**src/rtl/p2s_pkg.sv**
```systemverilog
// Shared types and sizing helpers for the parallel-to-serial converter.
package p2s_pkg;

    typedef enum logic {
        IDLE  = 1'b0,
        SHIFT = 1'b1
    } state_t;

    // Bit counter width: enough to hold 0..BUFFER_SIZE-1 with one spare bit.
    function automatic int unsigned cnt_width(input int unsigned buffer_size);
        return $clog2(buffer_size) + 1;
    endfunction

endpackage

```
**src/rtl/p2s_serializer.sv**
```systemverilog
// Parallel-to-serial converter: LSB-first bit stream with a one-word holding register.
module p2s_serializer
    import p2s_pkg::*;
#(
    parameter int unsigned BUFFER_SIZE = 4
) (
    input  logic                   i_clk,
    input  logic                   i_rst,
    input  logic [BUFFER_SIZE-1:0] i_data,
    input  logic                   i_dv,
    output logic                   o_ready,
    output logic                   o_data,
    output logic                   o_dv,
    output logic                   o_last,
    input  logic                   i_ready
);

    localparam int unsigned CNT_W = cnt_width(BUFFER_SIZE);
    localparam logic [CNT_W-1:0] CNT_LAST = CNT_W'(BUFFER_SIZE - 1);

    state_t                 state,         state_n;
    logic [BUFFER_SIZE-1:0] shreg,         shreg_n;
    logic [CNT_W-1:0]       cnt,           cnt_n;
    logic [BUFFER_SIZE-1:0] pending,       pending_n;
    logic                   pending_valid, pending_valid_n;

    logic accept;
    logic xfer;
    logic last_xfer;

    // Handshake qualifiers and serial outputs, all derived from registered state.
    always_comb begin
        o_ready   = !pending_valid && !i_rst;
        o_dv      = (state == SHIFT);
        o_data    = shreg[0];
        o_last    = o_dv && (cnt == CNT_LAST);
        accept    = i_dv && o_ready;
        xfer      = o_dv && i_ready;
        last_xfer = xfer && (cnt == CNT_LAST);
    end

    // State register; reset discards both the in-flight and pending word.
    always_ff @(posedge i_clk or posedge i_rst) begin
        if (i_rst) begin
            state         <= IDLE;
            shreg         <= '0;
            cnt           <= '0;
            pending       <= '0;
            pending_valid <= 1'b0;
        end else begin
            state         <= state_n;
            shreg         <= shreg_n;
            cnt           <= cnt_n;
            pending       <= pending_n;
            pending_valid <= pending_valid_n;
        end
    end

    // Next-state: word routing between shift register and holding register.
    always_comb begin
        state_n         = state;
        shreg_n         = shreg;
        cnt_n           = cnt;
        pending_n       = pending;
        pending_valid_n = pending_valid;

        case (state)
            IDLE: begin
                if (accept) begin
                    shreg_n = i_data;
                    cnt_n   = '0;
                    state_n = SHIFT;
                end
            end
            SHIFT: begin
                if (last_xfer) begin
                    if (pending_valid) begin
                        shreg_n         = pending;
                        cnt_n           = '0;
                        pending_valid_n = 1'b0;
                        if (accept) begin
                            pending_n       = i_data;
                            pending_valid_n = 1'b1;
                        end
                    end else if (accept) begin
                        // Shift register frees up this edge, so skip the holding stage.
                        shreg_n = i_data;
                        cnt_n   = '0;
                    end else begin
                        shreg_n = '0;
                        cnt_n   = '0;
                        state_n = IDLE;
                    end
                end else begin
                    if (xfer) begin
                        shreg_n = shreg >> 1;
                        cnt_n   = cnt + CNT_W'(1);
                    end
                    if (accept) begin
                        pending_n       = i_data;
                        pending_valid_n = 1'b1;
                    end
                end
            end
            default: state_n = IDLE;
        endcase
    end

endmodule

```
**config.mk**
```make
export PLATFORM = sky130hd
export DESIGN_NAME = p2s_serializer
export DESIGN_NICKNAME = d
export VERILOG_FILES = /design/src/rtl/p2s_pkg.sv /design/src/rtl/p2s_serializer.sv
export SDC_FILE = /design/constraint.sdc
export NUM_CORES = 1
export LEC_CHECK = 0
export CAP_MARGIN = 20
export CORE_MARGIN = 3
export CORE_UTILIZATION = 50
export DETAILED_ROUTE_END_ITERATION = 8
export MAX_ROUTING_LAYER = met4
export PLACE_DENSITY = 0.72
export SETUP_SLACK_MARGIN = 0.4
export SLEW_MARGIN = 15
export SYNTH_ARGS = -nofsm -noshare
export SYNTH_HDL_FRONTEND = slang
export SYNTH_SLANG_ARGS = --single-unit
```
**constraint.sdc**
```tcl
create_clock -name i_clk -period 1.9 [get_ports i_clk]
set_input_delay 0.38 -clock i_clk [delete_from_list [all_inputs] [get_ports i_clk]]
set_output_delay 0.38 -clock i_clk [all_outputs]
set_load 0.02 [all_outputs]
```
==> results of run 1 <==
## per-stage QoR
stage	instances	cell area, um^2	setup TNS (ns)	setup slack [ns]
after floorplan	71	729.5	0	0.3739
after global placement	101	897.1	-0.005549	-0.005549
after detailed placement	101	897.1	-0.02187	-0.02187
after CTS	109	952.2	0	0.2980
after global routing	110	988.4	0	0.2921
final	110	988.4	0	0.3327
## worst paths after layout
path | end | slack (ns) | cells after the start
worst max-delay path | pending[3] | 0.33 | 4
worst min-delay path | o_dv | 0.31 | 4
worst max register to register | pending[3] | 0.33 | 5
worst min register to register | shreg[2] | 0.51 | 1
max in group asynchronous | pending_valid | 1.42 | 4
min in group i_clk | shreg[2] | 0.51 | 1
## flip-flops by register name, indices dropped and copies added (netlist names)
name,cells
pending_valid,1
shreg,4
o_dv,1
pending,4
cnt,3
## per-layer routing
metal	global-route usage, %	wire, um
met1	26.79	723
met2	29.65	739
met3	4.878	79
met4	9.036	17
met5	-	0
## tightest hold or removal path: cells and delay by family
kind,cells,cell delay (ns)
buffers and inverters,4,0.57
## kinds of logic after synthesis
kind of cell | share of synthesized area (%)
DFF | 44.75
adders and majority gates | 1.721
muxes | 9.639
buffers and inverters | 3.442
and+or+nand+nor | 22.72
AOI/OAI and AO/OA | 17.73
## area by class of cell
class	count	area [um^2]	area share, %
clock buffers	4	26.28	2.658
flip-flops and latches	13	326.6	33.04
inverters	3	11.26	1.139
multi-input cells	53	414.1	41.90
repair buffers	22	191.4	19.37
well taps	15	18.77	1.899
## power by group
part	switching (uW)	leakage, uW	internal, uW
combinational	298	0.000298	344
sequential	87.4	0.000151	400
clock	93.7	0.0000150	81.4
total	480	0.000464	825
## Yosys cell counts
master	n	share of area [%]
sky130_fd_sc_hd__a32oi_1	3	3.6
sky130_fd_sc_hd__inv_1	3	1.5
sky130_fd_sc_hd__o21ai_0	4	2.8
sky130_fd_sc_hd__buf_2	2	1.4
sky130_fd_sc_hd__nand3b_4	1	2.8
sky130_fd_sc_hd__nor4_1	1	0.86
sky130_fd_sc_hd__o21ai_2	1	1.2
sky130_fd_sc_hd__o22ai_1	1	0.86
sky130_fd_sc_hd__mux2_4	4	8.3
sky130_fd_sc_hd__and3b_2	1	1.4
sky130_fd_sc_hd__o21a_1	1	1.0
sky130_fd_sc_hd__nand2b_4	1	1.9
sky130_fd_sc_hd__a21o_1	1	1.0
sky130_fd_sc_hd__or3_4	1	1.5
sky130_fd_sc_hd__a221oi_1	1	1.2
sky130_fd_sc_hd__mux2i_1	1	1.4
sky130_fd_sc_hd__nor3b_2	1	1.7
sky130_fd_sc_hd__nor2_1	5	2.6
sky130_fd_sc_hd__nand2b_1	4	3.4
sky130_fd_sc_hd__dfrtp_1	13	45
sky130_fd_sc_hd__nand2_1	7	3.6
sky130_fd_sc_hd__and2_1	1	0.86
sky130_fd_sc_hd__ha_1	1	1.7
sky130_fd_sc_hd__a31oi_1	3	2.6
sky130_fd_sc_hd__o21ai_1	2	1.4
sky130_fd_sc_hd__a21oi_1	3	2.1
sky130_fd_sc_hd__clkbuf_1	1	0.52
sky130_fd_sc_hd__nand3_1	3	2.1
## timing repair
action | CTS | global route
gates cloned | 1 | 0
buffers inserted | 3 | 1
gates resized for setup | 12 | 8
pin swaps | 3 | 4
endpoints found under the setup margin | 12 | 12
==> flow_summary.html, run 1 <==
<table>
<tr><th>Metric</th><th>Value</th></tr>
<tr><th colspan="2">Critical path</th></tr>
<tr><td>Capturing element type of the critical path</td><td>flip-flop</td></tr>
<tr><td>Delay of the slowest cell on the worst path</td><td>0.55 ns</td></tr>
<tr><td>Library cell contributing the largest single delay on the critical path</td><td>sky130_fd_sc_hd__clkdlybuf4s50_1</td></tr>
<tr><td>Crit-path leading delay family</td><td>buffers and inverters</td></tr>
<tr><td>CP startpoint</td><td>i_dv</td></tr>
<tr><td>Arrival time worst endpoint</td><td>1.73 ns</td></tr>
<tr><td>Worst Path Required</td><td>2.06 ns</td></tr>
<tr><td>CP Buf/Inv Count</td><td>1</td></tr>
<tr><td>Classification of the worst setup path</td><td>input pin to flip-flop</td></tr>
<tr><td>Kind of launch point of the worst setup path</td><td>input pin</td></tr>
<tr><td>Max Fanout on Critical Path</td><td>4</td></tr>
<tr><td>R2R Path Start</td><td>cnt[0]</td></tr>
<tr><td>Cells traversed along the worst timing path</td><td>clkdlybuf4s50_1 &gt; nand2b_4 &gt; or3_4 &gt; mux2_4</td></tr>
<tr><th colspan="2">Timing</th></tr>
<tr><td>Final hold violation count</td><td>0</td></tr>
<tr><td>Fin Clk Skew</td><td>0.003970 ns</td></tr>
<tr><td>Fin crit share</td><td>82.49%</td></tr>
<tr><td>Worst-Margin Slew</td><td>0.2655 ns</td></tr>
<tr><td>Min cycle time layout</td><td>1.567 ns</td></tr>
<tr><td>Maximum clock rate</td><td>638.0 MHz</td></tr>
<tr><td>Max Transition Viols Final</td><td>0</td></tr>
<tr><td>RSZ-0062 raised after global routing</td><td>yes</td></tr>
<tr><td>Number of failing setup endpoints in the final timing report</td><td>0</td></tr>
<tr><td>Hold slack</td><td>0.3057 ns</td></tr>
<tr><td>Slew Limit Headroom</td><td>82.14%</td></tr>
<tr><th colspan="2">Floorplan</th></tr>
<tr><td>Die height</td><td>44.13 um</td></tr>
<tr><td>Full die area</td><td>0.001947 mm^2</td></tr>
<tr><td>Initial Util</td><td>54.50%</td></tr>
<tr><td>Num rows</td><td>13</td></tr>
<tr><td>Horizontal die dimension</td><td>44.13 um</td></tr>
<tr><td>Total I/O pin count</td><td>12</td></tr>
<tr><td>Core Area</td><td>0.001334 mm^2</td></tr>
<tr><th colspan="2">Synthesis</th></tr>
<tr><td>Average cell area after synthesis</td><td>10.24 um^2</td></tr>
<tr><td>Syn Nets</td><td>80</td></tr>
<tr><td>Count of unique library cells instantiated by Yosys</td><td>28</td></tr>
<tr><td>Portion of the post-synthesis area used by sequential elements</td><td>44.75%</td></tr>
<tr><td>FF+latch count, synth</td><td>13</td></tr>
<tr><td>YS warnings</td><td>0</td></tr>
<tr><td>Mapped Cells</td><td>71</td></tr>
<tr><td>Area of the mapped netlist</td><td>726.9 um^2</td></tr>
<tr><th colspan="2">Flow run</th></tr>
<tr><td>Max Cap Violations</td><td>0</td></tr>
<tr><th colspan="2">Power</th></tr>
<tr><td>PD cells</td><td>1320 mW/mm^2</td></tr>
<tr><td>Total chip power</td><td>1305 uW</td></tr>
<tr><td>VDD IR-drop max</td><td>637.5 uV</td></tr>
<tr><td>Leakage power</td><td>0.0004639 uW</td></tr>
<tr><th colspan="2">Clock tree</th></tr>
<tr><td>Number of buffers added by the clock tree synthesis step</td><td>3</td></tr>
<tr><td>TritonCTS clock tree</td><td>done</td></tr>
<tr><td>Buffer levels on the longest clock path</td><td>2</td></tr>
<tr><td>Insertion delay to the later sink of the worst-skew pair</td><td>0.28 ns</td></tr>
<tr><td>Num Clock Sinks</td><td>13</td></tr>
<tr><td>Clock H-tree levels</td><td>1</td></tr>
<tr><td>Number of buffers added to fix hold violations after cts</td><td>0</td></tr>
<tr><td>Master cell of the clock root buffer</td><td>sky130_fd_sc_hd__clkbuf_4</td></tr>
<tr><td>Clock transition at the register clock pins on the worst setup and hold paths after CTS</td><td>0.08 ns</td></tr>
<tr><th colspan="2">Cells and area</th></tr>
<tr><td>Fraction of final layout cells with drive strength greater than 1</td><td>32.63%</td></tr>
<tr><td>Util after Layout</td><td>74.11%</td></tr>
<tr><td>Net count of the finished layout</td><td>105</td></tr>
<tr><td>Commonest cells after routing, fill and taps aside</td><td>sky130_fd_sc_hd__dfrtp_1 (12), sky130_fd_sc_hd__buf_4 (12), sky130_fd_sc_hd__nand2_1 (7)</td></tr>
<tr><td>Synth-to-Final Area Change</td><td>35.97%</td></tr>
<tr><td>Inserted Diodes</td><td>0</td></tr>
<tr><td>Fillers</td><td>108</td></tr>
<tr><th colspan="2">Global route</th></tr>
<tr><td>Pin count of the biggest net entering global routing</td><td>14</td></tr>
<tr><td>Number of antenna violations at the first check in global routing</td><td>0</td></tr>
<tr><td>GR Overflow Total</td><td>0</td></tr>
<tr><td>Global-route usage over all layers</td><td>20.38%</td></tr>
<tr><td>Wire length of the first global-routing pass</td><td>2773 um</td></tr>
<tr><td>Number of global-route vias before repair</td><td>595</td></tr>
<tr><th colspan="2">Route</th></tr>
<tr><td>Starting DRT DRC Count</td><td>9</td></tr>
<tr><td>Drc violations</td><td>0</td></tr>
<tr><td>Detailed-route wire length per cell</td><td>14.17 um</td></tr>
<tr><td>First drt pass iteration count</td><td>4</td></tr>
<tr><td>Routed via count</td><td>617</td></tr>
<tr><td>Total length of routed wires</td><td>1559 um</td></tr>
<tr><td>Via density per instance</td><td>5.609</td></tr>
<tr><td>Number of nets with antenna violations after routing</td><td>0</td></tr>
<tr><th colspan="2">Placement</th></tr>
<tr><td>Final HPWL from detailed placement</td><td>1133 um</td></tr>
<tr><td>Last weighted congestion value of the routability-driven placer</td><td>0.7469</td></tr>
<tr><td>Number of buffers added on ports</td><td>11</td></tr>
<tr><th colspan="2">Worst hold path</th></tr>
<tr><td>Worst hold path type</td><td>input pin to asynchronous set/reset pin</td></tr>
<tr><th colspan="2">Outcome</th></tr>
<tr><td>Run status</td><td>complete, no violations</td></tr>
</table>
Note: power is estimated with default switching activity, not from simulation.
==> inputs of run 2 (changes only) <==
- clock period: 1.9 -> 1.6 ns (I/O delays scaled with it)
==> run 2 against run 1 <==
  * Global-route usage grew 0.66 points
  * Highest routed layer unchanged
  * First-iteration DRC count rose by 89%
  * Worst hold slack better by 0.047 ns
  * Sequential share of layout area is 4.8 points lower
  * Die area is the same
==> flow_summary.html, run 2 (synthesis results as in run 1) <==
<table>
<tr><th>Metric</th><th>Value</th></tr>
<tr><th colspan="2">Outcome</th></tr>
<tr><td>Run status</td><td>complete, no violations</td></tr>
<tr><th colspan="2">Clock tree</th></tr>
<tr><td>Num Clock Sinks</td><td>13 (unchanged)</td></tr>
<tr><td>Insertion delay to the later sink of the worst-skew pair</td><td>0.28 ns (about the same)</td></tr>
<tr><td>Clock H-tree levels</td><td>1 (unchanged)</td></tr>
<tr><td>Number of buffers added by the clock tree synthesis step</td><td>3 (unchanged)</td></tr>
<tr><td>Clock transition at the register clock pins on the worst setup and hold paths after CTS</td><td>0.08 ns (about the same)</td></tr>
<tr><td>Number of buffers added to fix hold violations after cts</td><td>0 (unchanged)</td></tr>
<tr><td>Master cell of the clock root buffer</td><td>sky130_fd_sc_hd__clkbuf_4</td></tr>
<tr><td>Buffer levels on the longest clock path</td><td>2 (unchanged)</td></tr>
<tr><td>TritonCTS clock tree</td><td>done</td></tr>
<tr><th colspan="2">Floorplan</th></tr>
<tr><td>Total I/O pin count</td><td>12 (unchanged)</td></tr>
<tr><td>Core Area</td><td>0.001334 mm^2 (unchanged)</td></tr>
<tr><td>Horizontal die dimension</td><td>44.13 um (unchanged)</td></tr>
<tr><td>Die height</td><td>44.13 um (unchanged)</td></tr>
<tr><td>Full die area</td><td>0.001947 mm^2 (unchanged)</td></tr>
<tr><td>Initial Util</td><td>54.50% (unchanged)</td></tr>
<tr><td>Num rows</td><td>13 (unchanged)</td></tr>
<tr><th colspan="2">Critical path</th></tr>
<tr><td>Kind of launch point of the worst setup path</td><td>flip-flop</td></tr>
<tr><td>Library cell contributing the largest single delay on the critical path</td><td>sky130_fd_sc_hd__dfrtp_1</td></tr>
<tr><td>Cells on worst reg2reg path</td><td>5 (unchanged)</td></tr>
<tr><td>Endpoint of the most critical register-to-register path</td><td>pending[1]</td></tr>
<tr><td>Arrival time worst endpoint</td><td>1.74 ns (about the same)</td></tr>
<tr><td>Capturing element type of the critical path</td><td>flip-flop</td></tr>
<tr><td>R2R setup slack</td><td>0.03 ns (-0.30 ns)</td></tr>
<tr><td>Delay of the slowest cell on the worst path</td><td>0.42 ns (-0.13 ns)</td></tr>
<tr><td>CP Buf/Inv Count</td><td>0 (-1)</td></tr>
<tr><td>Crit-path leading delay family</td><td>simple AND/OR/NAND/NOR gates</td></tr>
<tr><td>R2R Path Start</td><td>cnt[0]</td></tr>
<tr><td>Classification of the worst setup path</td><td>flip-flop to flip-flop</td></tr>
<tr><td>Max Fanout on Critical Path</td><td>4 (unchanged)</td></tr>
<tr><td>Cells traversed along the worst timing path</td><td>ha_4 &gt; nand3b_4 &gt; o21ai_4 &gt; or3_4 &gt; mux2_4</td></tr>
<tr><td>Worst Path Required</td><td>1.77 ns (-0.29 ns)</td></tr>
<tr><th colspan="2">Cells and area</th></tr>
<tr><td>Util after Layout</td><td>87.05% (+13 points)</td></tr>
<tr><td>Inserted Diodes</td><td>0 (unchanged)</td></tr>
<tr><td>Net count of the finished layout</td><td>120 (+14%)</td></tr>
<tr><td>Largest registers</td><td>pending x4, shreg x4, cnt x3</td></tr>
<tr><td>Fillers</td><td>68 (-37%)</td></tr>
<tr><td>Commonest cells after routing, fill and taps aside</td><td>sky130_fd_sc_hd__buf_4 (21), sky130_fd_sc_hd__dfrtp_1 (11), sky130_fd_sc_hd__nand2_1 (7), sky130_fd_sc_hd__buf_6 (7), sky130_fd_sc_hd__o21ai_1 (6)</td></tr>
<tr><td>Synth-to-Final Area Change</td><td>59.72%</td></tr>
<tr><td>Most common cell after layout, fill and taps aside</td><td>sky130_fd_sc_hd__buf_4</td></tr>
<tr><td>Fraction of final layout cells with drive strength greater than 1</td><td>50.00% (+17 points)</td></tr>
<tr><th colspan="2">Power</th></tr>
<tr><td>VDD IR-drop max</td><td>971.1 uV (+52%)</td></tr>
<tr><td>Leakage power</td><td>0.0005553 uW (+20%)</td></tr>
<tr><td>PD cells</td><td>1655 mW/mm^2 (+25%)</td></tr>
<tr><th colspan="2">Global route</th></tr>
<tr><td>Pin count of the biggest net entering global routing</td><td>14 (unchanged)</td></tr>
<tr><td>Number of global-route vias before repair</td><td>655 (+10%)</td></tr>
<tr><td>Wire length of the first global-routing pass</td><td>2891 um (+4.3%)</td></tr>
<tr><td>GR Overflow Total</td><td>0 (unchanged)</td></tr>
<tr><td>Number of antenna violations at the first check in global routing</td><td>0 (unchanged)</td></tr>
<tr><td>Global-route usage over all layers</td><td>21.04% (+0.66 points)</td></tr>
<tr><th colspan="2">Timing</th></tr>
<tr><td>Fin Clk Skew</td><td>0.004544 ns (+0.0005741 ns)</td></tr>
<tr><td>Number of failing setup endpoints in the final timing report</td><td>0 (unchanged)</td></tr>
<tr><td>Fin crit share</td><td>98.23%</td></tr>
<tr><td>Max Transition Viols Final</td><td>0 (unchanged)</td></tr>
<tr><td>Slew Limit Headroom</td><td>85.34% (+3.2 points)</td></tr>
<tr><td>Min cycle time layout</td><td>1.572 ns</td></tr>
<tr><td>Accumulated negative setup slack</td><td>0 ns (unchanged)</td></tr>
<tr><td>Worst-Margin Slew</td><td>0.2178 ns (-0.04768 ns)</td></tr>
<tr><td>Final hold violation count</td><td>0 (unchanged)</td></tr>
<tr><td>Maximum clock rate</td><td>636.3 MHz</td></tr>
<tr><td>RSZ-0062 raised after global routing</td><td>yes</td></tr>
<tr><th colspan="2">Placement</th></tr>
<tr><td>Last weighted congestion value of the routability-driven placer</td><td>0.7719 (+3.3%)</td></tr>
<tr><td>Final HPWL from detailed placement</td><td>1169 um (+3.2%)</td></tr>
<tr><td>Number of buffers added on ports</td><td>11 (unchanged)</td></tr>
<tr><th colspan="2">Route</th></tr>
<tr><td>Via density per instance</td><td>5.936 (+5.8%)</td></tr>
<tr><td>Drc violations</td><td>0 (unchanged)</td></tr>
<tr><td>Starting DRT DRC Count</td><td>17 (+8)</td></tr>
<tr><td>Detailed-route wire length per cell</td><td>18.52 um (+31%)</td></tr>
<tr><td>Number of nets with antenna violations after routing</td><td>0 (unchanged)</td></tr>
<tr><td>Total length of routed wires</td><td>2315 um (+48%)</td></tr>
<tr><td>Routed via count</td><td>742 (+20%)</td></tr>
<tr><td>First drt pass iteration count</td><td>4 (unchanged)</td></tr>
<tr><th colspan="2">Flow run</th></tr>
<tr><td>Max Cap Violations</td><td>0 (unchanged)</td></tr>
<tr><th colspan="2">Worst hold path</th></tr>
<tr><td>Worst hold path type</td><td>input pin to asynchronous set/reset pin</td></tr>
</table>
run 2: cell count changes in the layout (fill, tap and decap cells not counted), moves of 4 or more:
cell                      delta
sky130_fd_sc_hd__buf_6       +6
sky130_fd_sc_hd__o21ai_1     +4
sky130_fd_sc_hd__o21ai_0     -4
sky130_fd_sc_hd__buf_4       +9
run 2: metrics by stage:
step / cell area [um^2] / hold WS (ns) / total power, uW / setup WS [ns] / instances
final: 1161 / 0.3523 / 1921 / 0.02836 / 125
after detailed placement: 953.4 / 0.4933 / 1331 / -0.2211 / 108
after floorplan: 734.5 / 0.2054 / 1046 / 0.07958 / 71
after global placement: 953.4 / 0.4917 / 1310 / -0.1889 / 108
after CTS: 1022 / 0.3463 / 1598 / 0.03731 / 116
after global routing: 1161 / 0.3926 / 2040 / -0.03266 / 125
run 2: area by class of cell:
cell class | instances | area (um^2) | area share, %
timing repair buffer | 37 | 326.6 | 28.13
tap | 15 | 18.77 | 1.616
clock buffer | 4 | 26.28 | 2.263
sequential | 13 | 327.8 | 28.23
multi-input combinational | 53 | 450.4 | 38.79
inverter | 3 | 11.26 | 0.9698
run 2: repair_timing:
item	CTS	global route
pin swaps	4	6
gates cloned	1	0
resized for setup	26	20
setup endpoints to repair	16	16
buffers inserted	3	9
run 2: metal layers:
| layer | up-vias | GRT usage [%] | routed length, um |
|---|---|---|---|
| met4 | 0 | 9.639 | 26 |
| met1 | 362 | 26.90 | 933 |
| li1 | 342 | - | - |
| met5 | - | - | 0 |
| met2 | 36 | 32.27 | 1207 |
| met3 | 2 | 3.659 | 147 |
run 2: worst max-delay path by stage:
| stage | from | end | slack [ns] | cells after the start |
|---|---|---|---|---|
| 2_1_floorplan | cnt[0] | pending[0] | 0.08 | 5 |
| 3_3_place_gp | i_rst | o_ready | -0.19 | 3 |
| 3_5_place_dp | i_rst | o_ready | -0.22 | 3 |
| 4_1_cts | cnt[0] | pending[1] | 0.04 | 5 |
| 5_1_grt | cnt[0] | o_last | -0.03 | 4 |
| 6_report | cnt[0] | pending[1] | 0.03 | 5 |
run 2: worst min-delay path, stage by stage:
cell and delay, ns:
sky130_fd_sc_hd__dlygate4sd2_1 0.26, sky130_fd_sc_hd__buf_4 0.15, sky130_fd_sc_hd__inv_1 0.06, sky130_fd_sc_hd__buf_4 0.21
run 2: power by group:
group | internal, uW | switching (uW) | leakage, uW
clock | 96.9 | 115 | 0.0000150
combinational | 606 | 508 | 0.000390
sequential | 478 | 118 | 0.000150
total | 1180 | 741 | 0.000555
==> inputs of run 3 (changes only) <==
- ABC_AREA: unset -> 1
==> run 3 against run 2 <==
  * Routed wire length fell by 22%
  * Register-to-register slack gained 0.17 ns
  * Synthesized area did not move
  * Total power decreased by 6.4%
  * Sequential share of layout area up 2.4 points
  * Core utilization down 7.2 points
  * Clock skew decreased by 0.0034 ns
  * Flip-flop and latch count is the same
  * Non-clock buffer count fell by 11
  * Die area unchanged
  * Global-route usage fell by 0.52 points
  * Largest power group unchanged
==> flow_summary.html, run 3 <==
<table>
<tr><th>Metric</th><th>Value</th></tr>
<tr><th colspan="2">Outcome</th></tr>
<tr><td>Run status</td><td>complete, no violations</td></tr>
<tr><th colspan="2">Cells and area</th></tr>
<tr><td>Commonest cells after routing, fill and taps aside</td><td>sky130_fd_sc_hd__nand2_1 (27), sky130_fd_sc_hd__dfrtp_1 (12), sky130_fd_sc_hd__buf_4 (9)</td></tr>
<tr><td>Area of all placed cells without fillers</td><td>0.001065 mm^2 (-8.3%)</td></tr>
<tr><td>Largest registers</td><td>pending x4, shreg x4, cnt x3</td></tr>
<tr><td>Fraction of final layout cells with drive strength greater than 1</td><td>35.34% (-15 points)</td></tr>
<tr><td>Inserted Diodes</td><td>0 (unchanged)</td></tr>
<tr><td>Synth-to-Final Area Change</td><td>46.47%</td></tr>
<tr><td>Util after Layout</td><td>79.83% (-7.2 points)</td></tr>
<tr><td>Fillers</td><td>94 (+38%)</td></tr>
<tr><td>Most common cell after layout, fill and taps aside</td><td>sky130_fd_sc_hd__nand2_1</td></tr>
<tr><td>Net count of the finished layout</td><td>126 (+5.0%)</td></tr>
<tr><th colspan="2">Timing</th></tr>
<tr><td>RSZ-0062 raised after global routing</td><td>yes</td></tr>
<tr><td>Hold slack</td><td>0.2597 ns (-0.09262 ns)</td></tr>
<tr><td>Worst-Margin Slew</td><td>0.3282 ns (+0.1104 ns)</td></tr>
<tr><td>Maximum clock rate</td><td>707.0 MHz (+11%)</td></tr>
<tr><td>Final hold violation count</td><td>0 (unchanged)</td></tr>
<tr><td>Min cycle time layout</td><td>1.414 ns (-0.1572 ns)</td></tr>
<tr><td>Number of failing setup endpoints in the final timing report</td><td>0 (unchanged)</td></tr>
<tr><td>Fin Clk Skew</td><td>0.001162 ns (-0.003382 ns)</td></tr>
<tr><td>Slew Limit Headroom</td><td>78.12% (-7.2 points)</td></tr>
<tr><td>Accumulated negative setup slack</td><td>0 ns (unchanged)</td></tr>
<tr><td>Fin crit share</td><td>88.40% (-9.8 points)</td></tr>
<tr><td>Max Transition Viols Final</td><td>0 (unchanged)</td></tr>
<tr><th colspan="2">Clock tree</th></tr>
<tr><td>Clock H-tree levels</td><td>1 (unchanged)</td></tr>
<tr><td>Number of buffers added by the clock tree synthesis step</td><td>3 (unchanged)</td></tr>
<tr><td>TritonCTS clock tree</td><td>done</td></tr>
<tr><td>Num Clock Sinks</td><td>13 (unchanged)</td></tr>
<tr><td>Buffer levels on the longest clock path</td><td>2 (unchanged)</td></tr>
<tr><td>Insertion delay to the later sink of the worst-skew pair</td><td>0.27 ns (about the same)</td></tr>
<tr><td>Master cell of the clock root buffer</td><td>sky130_fd_sc_hd__clkbuf_4</td></tr>
<tr><td>Clock transition at the register clock pins on the worst setup and hold paths after CTS</td><td>0.07 ns (about the same)</td></tr>
<tr><th colspan="2">Synthesis</th></tr>
<tr><td>Average cell area after synthesis</td><td>8.261 um^2 (-19%)</td></tr>
<tr><td>Cell type with the highest aggregate area in the netlist</td><td>sky130_fd_sc_hd__dfrtp_1</td></tr>
<tr><td>Count of unique library cells instantiated by Yosys</td><td>20 (-29%)</td></tr>
<tr><td>Portion of the post-synthesis area used by sequential elements</td><td>44.75% (unchanged)</td></tr>
<tr><td>Main area contributors after synthesis</td><td>sky130_fd_sc_hd__dfrtp_1 (45%), sky130_fd_sc_hd__nand2_1 (15%), sky130_fd_sc_hd__nor2_1 (5.2%)</td></tr>
<tr><td>FF+latch count, synth</td><td>13 (unchanged)</td></tr>
<tr><td>Syn Nets</td><td>97 (+21%)</td></tr>
<tr><td>Share of synthesized flip-flops with an asynchronous set or reset</td><td>100.0% (unchanged)</td></tr>
<tr><td>Mapped Cells</td><td>88 (+24%)</td></tr>
<tr><td>Number of flops mapped to enable cells by yosys</td><td>0 (unchanged)</td></tr>
<tr><td>Most used standard cell by instance count after synthesis</td><td>sky130_fd_sc_hd__nand2_1</td></tr>
<tr><td>YS warnings</td><td>0 (unchanged)</td></tr>
<tr><td>Area of the mapped netlist</td><td>726.9 um^2 (unchanged)</td></tr>
<tr><td>Area share of the largest cell type after synthesis</td><td>44.75% (unchanged)</td></tr>
<tr><td>Primary flip-flop cell chosen by synthesis mapping</td><td>sky130_fd_sc_hd__dfrtp_1</td></tr>
<tr><td>Ranking of synthesized cells by instance count</td><td>sky130_fd_sc_hd__nand2_1 (30), sky130_fd_sc_hd__dfrtp_1 (13), sky130_fd_sc_hd__nor2_1 (10)</td></tr>
<tr><th colspan="2">Floorplan</th></tr>
<tr><td>Full die area</td><td>0.001947 mm^2 (unchanged)</td></tr>
<tr><td>Initial Util</td><td>54.50% (unchanged)</td></tr>
<tr><td>Num rows</td><td>13 (unchanged)</td></tr>
<tr><td>Horizontal die dimension</td><td>44.13 um (unchanged)</td></tr>
<tr><td>Total I/O pin count</td><td>12 (unchanged)</td></tr>
<tr><td>Die height</td><td>44.13 um (unchanged)</td></tr>
<tr><td>Core Area</td><td>0.001334 mm^2 (unchanged)</td></tr>
<tr><th colspan="2">Power</th></tr>
<tr><td>PD cells</td><td>1689 mW/mm^2 (+2.1%)</td></tr>
<tr><td>VDD IR-drop max</td><td>890.8 uV (-8.3%)</td></tr>
<tr><td>Leakage power</td><td>0.0004965 uW (-11%)</td></tr>
<tr><td>Total chip power</td><td>1798 uW (-6.4%)</td></tr>
<tr><th colspan="2">Critical path</th></tr>
<tr><td>Max Fanout on Critical Path</td><td>2 (-2)</td></tr>
<tr><td>R2R setup slack</td><td>0.20 ns (+0.17 ns)</td></tr>
<tr><td>Classification of the worst setup path</td><td>flip-flop to primary output</td></tr>
<tr><td>Kind of launch point of the worst setup path</td><td>flip-flop</td></tr>
<tr><td>Worst Path Required</td><td>1.28 ns (-0.49 ns)</td></tr>
<tr><td>Capturing element type of the critical path</td><td>primary output</td></tr>
<tr><td>Arrival time worst endpoint</td><td>1.09 ns (-0.65 ns)</td></tr>
<tr><th colspan="2">Placement</th></tr>
<tr><td>Number of buffers added on ports</td><td>11 (unchanged)</td></tr>
<tr><td>Final HPWL from detailed placement</td><td>1168 um (-0.15%)</td></tr>
<tr><td>Dpl cell area</td><td>904.6 um^2 (-5.1%)</td></tr>
<tr><td>Last weighted congestion value of the routability-driven placer</td><td>0.7702 (-0.22%)</td></tr>
<tr><th colspan="2">Global route</th></tr>
<tr><td>Number of antenna violations at the first check in global routing</td><td>0 (unchanged)</td></tr>
<tr><td>Number of global-route vias before repair</td><td>680 (+3.8%)</td></tr>
<tr><td>Pin count of the biggest net entering global routing</td><td>14 (unchanged)</td></tr>
<tr><td>Wire length of the first global-routing pass</td><td>2815 um (-2.6%)</td></tr>
<tr><td>Global-route usage over all layers</td><td>20.52% (-0.52 points)</td></tr>
<tr><td>GR Overflow Total</td><td>0 (unchanged)</td></tr>
<tr><th colspan="2">Route</th></tr>
<tr><td>First drt pass iteration count</td><td>4 (unchanged)</td></tr>
<tr><td>Total length of routed wires</td><td>1806 um (-22%)</td></tr>
<tr><td>Drc violations</td><td>0 (unchanged)</td></tr>
<tr><td>Detailed-route wire length per cell</td><td>13.79 um (-26%)</td></tr>
<tr><td>Starting DRT DRC Count</td><td>17 (unchanged)</td></tr>
<tr><td>Number of nets with antenna violations after routing</td><td>0 (unchanged)</td></tr>
<tr><td>Routed via count</td><td>692 (-6.7%)</td></tr>
<tr><td>Via density per instance</td><td>5.282 (-11%)</td></tr>
<tr><th colspan="2">Worst hold path</th></tr>
<tr><td>Worst hold path type</td><td>input pin to asynchronous set/reset pin</td></tr>
<tr><th colspan="2">Flow run</th></tr>
<tr><td>Max Cap Violations</td><td>0 (unchanged)</td></tr>
</table>
run 3: changes by cell type after synthesis, sizes merged, moves of 2 or more:
cell | before | now
nand3 | 3 | 8
nand4 | 0 | 3
a32oi | 3 | 0
nand2 | 7 | 32
nor2 | 5 | 11
a31oi | 3 | 0
nand2b | 5 | 0
mux2 | 4 | 0
inv | 3 | 5
run 3: path summary, 6_finish.rpt:
| check | to | cells past startpoint | start |
|---|---|---|---|
| max in group asynchronous | pending_valid | 3 | i_rst |
| min in group i_clk | pending[1] | 2 | pending[1] |
| min reg2reg | pending[1] | 2 | pending[1] |
| min | pending[3] | 3 | i_rst |
| max reg2reg | pending_valid | 6 | cnt[0] |
| max | o_last | 4 | cnt[0] |
run 3: cells by family after synthesis:
kind of cell / count (synthesis) / synth area share, %
AOI/OAI and AO/OA: 12 / 9.122
buffers and inverters: 7 / 5.163
DFF: 13 / 44.75
adders and majority gates: 1 / 1.721
and+or+nand+nor: 55 / 39.24
run 3: per-layer routing:
layer  wire, um  track usage [%]  up-vias
met4         13            9.036        0
met3         60            2.846        2
met2        913            34.88       13
li1           -                -      342
met5          0                -        -
met1        819            23.91      335
run 3: critical path, stage by stage, from the launching register on:
cell	delay [ns]
sky130_fd_sc_hd__dfrtp_1	0.42
sky130_fd_sc_hd__ha_4	0.19
sky130_fd_sc_hd__nand2_4	0.07
sky130_fd_sc_hd__nor2_4	0.03
sky130_fd_sc_hd__buf_6	0.12
run 3: layout make-up:
class / instances / area (um^2) / share of cell area, %
Multi-Input combinational cell: 68 / 436.7 / 41.01
Sequential cell: 13 / 326.6 / 30.67
Tap cell: 15 / 18.77 / 1.763
Clock buffer: 4 / 26.28 / 2.468
Inverter: 5 / 18.77 / 1.763
Timing Repair Buffer: 26 / 237.7 / 22.33
run 3: per-stage QoR:
step           instances  worst slack, ns
2_1_floorplan         88           0.3783
3_3_place_gp         120          -0.2771
3_5_place_dp         120          -0.2951
4_1_cts              128           0.1838
5_1_grt              131           0.1393
6_report             131           0.1856
run 3: timing repair:
item                                    4_1_cts  5_1_grt
endpoints found under the setup margin       17       16
buffers inserted                              4        3
hold buffers                                  0        0
pin swaps                                    11        9
gates resized for setup                      37        6
run 3: power breakdown:
part | internal [uW] | leakage, uW | total [uW] | switching [uW]
sequential | 476 | 0.000154 | 581 | 105
clock | 96.5 | 0.0000150 | 194 | 97.8
combinational | 451 | 0.000328 | 1020 | 571
total | 1020 | 0.000496 | 1800 | 774
